### src/rtl/arb_rr_2to1.sv
`default_nettype none
// ============================================================================
// arb_rr_2to1 : two-requester round-robin arbiter with a one-beat output
//               register, per-input beat counters and a mux-select output.
// Revision    : 1.0
// ============================================================================
module arb_rr_2to1 #(
   parameter int WIDTH = 8
) (
   input  logic             clk,
   input  logic             rst,
   input  logic             in0_valid,
   input  logic [WIDTH-1:0] in0_data,
   output logic             in0_ready,
   input  logic             in1_valid,
   input  logic [WIDTH-1:0] in1_data,
   output logic             in1_ready,
   output logic             sel,
   output logic             out_valid,
   output logic [WIDTH-1:0] out_data,
   output logic             out_src,
   input  logic             out_ready,
   output logic [7:0]       cnt0,
   output logic [7:0]       cnt1
);

   // Reset leaves input 1 as last grant so the first contested pick goes to 0.
   localparam logic c_LAST_GRANT_RST = 1'b1;

   logic             last_grant_q, last_grant_d;
   logic             out_valid_q,  out_valid_d;
   logic [WIDTH-1:0] out_data_q,   out_data_d;
   logic             out_src_q,    out_src_d;
   logic [7:0]       cnt0_q,       cnt0_d;
   logic [7:0]       cnt1_q,       cnt1_d;

   logic             w_pick;
   logic             w_slot_free;
   logic             w_xfer0;
   logic             w_xfer1;

   always_comb begin
      if (in0_valid && in1_valid) begin
         w_pick = ~last_grant_q;
      end else begin
         w_pick = in1_valid & ~in0_valid;
      end
   end

   // A held beat consumed this cycle frees the slot for a same-cycle refill.
   assign w_slot_free = ~out_valid_q | out_ready;

   assign w_xfer0 = ~rst & w_slot_free & ~w_pick & in0_valid;
   assign w_xfer1 = ~rst & w_slot_free &  w_pick & in1_valid;

   always_comb begin
      last_grant_d = last_grant_q;
      out_valid_d  = out_valid_q;
      out_data_d   = out_data_q;
      out_src_d    = out_src_q;
      cnt0_d       = cnt0_q;
      cnt1_d       = cnt1_q;
      if (w_xfer0) begin
         out_valid_d  = 1'b1;
         out_data_d   = in0_data;
         out_src_d    = 1'b0;
         last_grant_d = 1'b0;
         cnt0_d       = cnt0_q + 8'd1;
      end else if (w_xfer1) begin
         out_valid_d  = 1'b1;
         out_data_d   = in1_data;
         out_src_d    = 1'b1;
         last_grant_d = 1'b1;
         cnt1_d       = cnt1_q + 8'd1;
      end else if (w_slot_free) begin
         out_valid_d  = 1'b0;
      end
   end

   always_ff @(posedge clk) begin
      if (rst) begin
         last_grant_q <= c_LAST_GRANT_RST;
         out_valid_q  <= 1'b0;
         out_data_q   <= '0;
         out_src_q    <= 1'b0;
         cnt0_q       <= 8'd0;
         cnt1_q       <= 8'd0;
      end else begin
         last_grant_q <= last_grant_d;
         out_valid_q  <= out_valid_d;
         out_data_q   <= out_data_d;
         out_src_q    <= out_src_d;
         cnt0_q       <= cnt0_d;
         cnt1_q       <= cnt1_d;
      end
   end

   assign sel       = w_pick;
   assign in0_ready = w_xfer0;
   assign in1_ready = w_xfer1;
   assign out_valid = out_valid_q;
   assign out_data  = out_data_q;
   assign out_src   = out_src_q;
   assign cnt0      = cnt0_q;
   assign cnt1      = cnt1_q;

endmodule
`default_nettype wire

### config.mk
export PLATFORM = sky130hd
export DESIGN_NAME = arb_rr_2to1
export DESIGN_NICKNAME = d
export VERILOG_FILES = /design/src/rtl/arb_rr_2to1.sv
export SDC_FILE = /design/constraint.sdc
export NUM_CORES = 1
export LEC_CHECK = 0
export CAP_MARGIN = 20
export CORE_MARGIN = 3
export CORE_UTILIZATION = 37
export DETAILED_ROUTE_END_ITERATION = 10
export GPL_TIMING_DRIVEN = 0
export PLACE_DENSITY = 0.78
export SYNTH_ARGS = -nofsm -noshare
export SYNTH_HDL_FRONTEND = slang
export SYNTH_SLANG_ARGS = --single-unit
### constraint.sdc
create_clock -name clk -period 1.65 [get_ports clk]
set_input_delay 0.165 -clock clk [delete_from_list [all_inputs] [get_ports clk]]
set_output_delay 0.165 -clock clk [all_outputs]
set_load 0.05 [all_outputs]
==> run_summary.xml <==
<?xml version="1.0" encoding="UTF-8"?>
<metrics>
  <group name="global_route">
    <metric name="antenna_found_initial" unit="">0</metric>
    <metric name="grt_pass1_vias" unit="">1176</metric>
    <metric name="gr-usage-all-layers" unit="%">16.8</metric>
    <metric name="globalRouteOverflowTotal" unit="">0</metric>
    <metric name="grt_start_max_net_pins" unit="">17</metric>
    <metric name="wire_length_of_the_first_global_routing_pass" unit="microns">5350</metric>
  </group>
  <group name="timing">
    <metric name="timing.fmax" unit="MHz">579</metric>
    <metric name="clock_skew" unit="ps">12.9</metric>
    <metric name="final_min_period_over_clock_period" unit="%">105</metric>
    <metric name="maxSlewViolCount" unit="">0</metric>
    <metric name="timing_worst_slew_pin_value" unit="ps">573</metric>
    <metric name="rsz0062_at_grt" unit="">true</metric>
    <metric name="finalHoldViolCount" unit="">0</metric>
    <metric name="timing.final.ws_setup" unit="ps">-77.1</metric>
    <metric name="finalWorstPathRequiredPeriod" unit="ps">1730</metric>
    <metric name="setup-violations-final" unit="">3</metric>
    <metric name="worst_slew_margin_rel" unit="%">61.5</metric>
  </group>
  <group name="yosys">
    <metric name="most_common_flop_cell_mapped_by_yosys" unit="">sky130_fd_sc_hd__dfxtp_1</metric>
    <metric name="synth.area.top_cells" unit="">sky130_fd_sc_hd__dfxtp_1 46%, sky130_fd_sc_hd__nand2_1 8.0%, sky130_fd_sc_hd__a22oi_1 5.7%</metric>
    <metric name="cell_area_after_technology_mapping" unit="sq um">1180</metric>
    <metric name="synth_top_area_share" unit="%">45.8</metric>
    <metric name="most_frequent_cell_after_synthesis" unit="">sky130_fd_sc_hd__dfxtp_1</metric>
    <metric name="synth-edff-count" unit="">0</metric>
    <metric name="ys_seq_area_share" unit="%">45.8</metric>
    <metric name="post_synth_net_total" unit="">158</metric>
    <metric name="synth_top_cell_by_area" unit="">sky130_fd_sc_hd__dfxtp_1</metric>
    <metric name="yosysWarningCount" unit="">0</metric>
    <metric name="postSynthCellCount" unit="">135</metric>
    <metric name="top_post_synthesis_cells_by_count" unit="">27 x sky130_fd_sc_hd__dfxtp_1, 25 x sky130_fd_sc_hd__nand2_1, 11 x sky130_fd_sc_hd__nor2_1</metric>
    <metric name="synth-seq-cells" unit="">27</metric>
    <metric name="post_synth.cell_area_avg" unit="sq um">8.74</metric>
    <metric name="synth_cell_type_count" unit="">30</metric>
    <metric name="postSynth.asyncResetShare" unit="%">0</metric>
  </group>
  <group name="cells_and_area">
    <metric name="antenna_diodes" unit="">0</metric>
    <metric name="multi_input_area" unit="sq um">628</metric>
    <metric name="num-fill-cells" unit="">273</metric>
    <metric name="final_util" unit="%">63.2</metric>
    <metric name="area_growth_syn_to_layout" unit="%">55.2</metric>
    <metric name="stdcell_area" unit="sq um">1830</metric>
    <metric name="seqCellArea" unit="sq um">552</metric>
    <metric name="layout_cell_share_with_drive_strength_beyond_1" unit="%">16.5</metric>
    <metric name="final_nets" unit="">218</metric>
  </group>
  <group name="setup_path">
    <metric name="delay_of_the_slowest_cell_on_the_worst_path" unit="ps">390</metric>
    <metric name="worstSetupStartpointType" unit="">flop</metric>
    <metric name="timing.critical_path.to_type" unit="">primary output</metric>
    <metric name="worst-r2r-cell-count" unit="">5</metric>
    <metric name="timing.critical_path.cells" unit="">nor2b_4 -&gt; or3_4 -&gt; inv_4 -&gt; buf_6 -&gt; buf_8</metric>
    <metric name="timing.critical_path.buf_inv" unit="">3</metric>
    <metric name="crit_required" unit="ps">1480</metric>
    <metric name="cp.depth" unit="">5</metric>
    <metric name="worst-path-max-fanout" unit="">4</metric>
    <metric name="crit_slowest_cell" unit="">sky130_fd_sc_hd__or3_4</metric>
    <metric name="crit_family" unit="">simple AND/OR/NAND/NOR gates</metric>
    <metric name="crit_type" unit="">reg2out</metric>
    <metric name="worst-endpoint-arrival" unit="ps">1560</metric>
  </group>
  <group name="outcome">
    <metric name="violations" unit="">negative setup slack</metric>
    <metric name="status" unit="">finished with violations</metric>
  </group>
  <group name="clocking">
    <metric name="number_of_buffers_inserted_during_clock_tree_synthesis" unit="">3</metric>
    <metric name="clk_latency" unit="ps">340</metric>
    <metric name="htreeDepth" unit="">1</metric>
    <metric name="cts.clk_slew.worst_paths" unit="ps">160</metric>
    <metric name="clkSinkCount" unit="">27</metric>
    <metric name="cts_tree" unit="">built</metric>
    <metric name="cts-root-buf" unit="">sky130_fd_sc_hd__clkbuf_4</metric>
    <metric name="clock_path_buffers" unit="">2</metric>
  </group>
  <group name="drt">
    <metric name="initialDrtViolationCount" unit="">39</metric>
    <metric name="remaining_drc_errors" unit="">0</metric>
    <metric name="m1WireLength" unit="microns">1340</metric>
    <metric name="routed_wire_length_per_instance" unit="microns">13.2</metric>
    <metric name="dr.pass1.iters" unit="">4</metric>
    <metric name="top_signal_layer_used" unit="">met4</metric>
    <metric name="met2_routed_wl" unit="microns">1450</metric>
    <metric name="ant_nets" unit="">0</metric>
    <metric name="viasPerCell" unit="">4.97</metric>
    <metric name="num_vias" unit="">1173</metric>
    <metric name="wl" unit="microns">3120</metric>
    <metric name="met3WireLength" unit="microns">280</metric>
  </group>
  <group name="power_and_ir_drop">
    <metric name="design_power_total" unit="mW">1.33</metric>
    <metric name="power.ir.vdd_worst" unit="uV">462</metric>
    <metric name="power_per_cell_area" unit="nW/um^2">728</metric>
    <metric name="cellLeakagePower" unit="nW">0.845</metric>
  </group>
  <group name="min_path">
    <metric name="timing.hold.worst.class" unit="">in2reg</metric>
    <metric name="holdPathStages" unit="">3</metric>
  </group>
  <group name="die">
    <metric name="placementRows" unit="">19</metric>
    <metric name="die_y" unit="microns">62.5</metric>
    <metric name="floorplan.core_area" unit="sq um">2900</metric>
    <metric name="floorplan.die_area" unit="sq um">3900</metric>
    <metric name="start_util" unit="%">40.7</metric>
    <metric name="floorplan.io_pins" unit="">50</metric>
    <metric name="die_w" unit="microns">62.5</metric>
  </group>
  <group name="placed_design">
    <metric name="placedInstanceArea" unit="sq um">1740</metric>
    <metric name="gpl.final_weighted_congestion" unit="">0.848</metric>
    <metric name="detailedPlacementHpwl" unit="microns">2330</metric>
    <metric name="dpl_worst_slack" unit="ps">-967</metric>
    <metric name="portBuffers" unit="">48</metric>
  </group>
  <group name="job">
    <metric name="timing.max_cap.violations" unit="">0</metric>
  </group>
</metrics>
==> cells by family after synthesis <==
family	Yosys count	synth area share, %
flip-flops	27	45.8
multiplexers	5	4.35
AO/OA/AOI/OAI	19	11.7
buffers and inverters	10	3.50
adder cells (fa/ha/maj)	2	2.12
AND/OR/NAND/NOR	65	27.4
XOR/XNOR	7	5.20
==> routing by layer <==
layer  vias up  GRT usage, %
li1        586             -
met1       539          18.5
met2        43          29.4
met3         5          5.94
met4         0          6.61
met5         -             0
==> final timing paths <==
| check | start | slack (ps) | to |
|---|---|---|---|
| max reg2reg | out_valid | -50 | cnt1[5] |
| max | out_valid | -80 | in1_ready |
| min reg2reg | out_data[6] | 500 | out_data[6] |
| min | in1_valid | 310 | out_valid |
==> registers in the layout (all words and copies together) (netlist names) <==
register      cells
cnt0              8
out_valid         1
out_data          8
last_grant_q      1
cnt1              8
out_src           1
==> power breakdown <==
group / leakage, nW / total [mW] / internal (mW) / switching, mW
sequential: 0.223 / 0.704 / 0.683 / 0.0207
clock: 0.0139 / 0.302 / 0.0930 / 0.209
combinational: 0.608 / 0.328 / 0.129 / 0.199
total: 0.845 / 1.33 / 0.905 / 0.428
==> stage by stage <==
stage	hold slack (ps)	setup TNS, ps	cells
after floorplan	264	-48.0	135
after global placement	459	-4820	225
after detailed placement	464	-5140	225
after CTS	300	-225	235
after global routing	316	-371	236
final	315	-156	236
==> layout make-up <==
| type | instances | share of cell area (%) |
|---|---|---|
| buffer | 6 | 2.05 |
| clock buffer | 3 | 1.23 |
| clock inverter | 1 | 0.410 |
| inverter | 3 | 0.751 |
| multi-input combinational | 98 | 34.3 |
| sequential | 27 | 30.1 |
| tap | 42 | 2.87 |
| timing repair buffer | 56 | 28.3 |
==> layout by cell type (no fill, tap or decap), types with 2 or more instances in the layout <==
cell / count
sky130_fd_sc_hd__dlygate4sd2_1: 28
sky130_fd_sc_hd__a21oi_1: 2
sky130_fd_sc_hd__dfxtp_2: 6
sky130_fd_sc_hd__xnor2_1: 6
sky130_fd_sc_hd__buf_6: 4
sky130_fd_sc_hd__clkbuf_4: 3
sky130_fd_sc_hd__nand2_1: 25
sky130_fd_sc_hd__ha_1: 2
sky130_fd_sc_hd__mux2i_1: 4
sky130_fd_sc_hd__o31ai_1: 2
sky130_fd_sc_hd__nor2b_1: 3
sky130_fd_sc_hd__inv_1: 2
sky130_fd_sc_hd__dfxtp_1: 20
sky130_fd_sc_hd__a22oi_1: 9
sky130_fd_sc_hd__nand2b_1: 7
sky130_fd_sc_hd__buf_8: 2
sky130_fd_sc_hd__o21ai_0: 2
sky130_fd_sc_hd__nor4_1: 4
sky130_fd_sc_hd__buf_4: 6
sky130_fd_sc_hd__nor2_1: 11
sky130_fd_sc_hd__clkdlybuf4s50_1: 17
sky130_fd_sc_hd__clkbuf_1: 4
sky130_fd_sc_hd__nand3_1: 6
==> worst min-delay path, cell delays in order <==
cell and delay [ps]:
sky130_fd_sc_hd__dlygate4sd2_1 240, sky130_fd_sc_hd__nor2_1 80, sky130_fd_sc_hd__a21oi_1 150
==> what timing repair did <==
item,CTS,global route
endpoints found under the setup margin,30,5
resized for setup,57,4
hold buffers,0,0
setup buffers,7,1
pin swaps,4,1
Power figures use the tool's default switching activity.
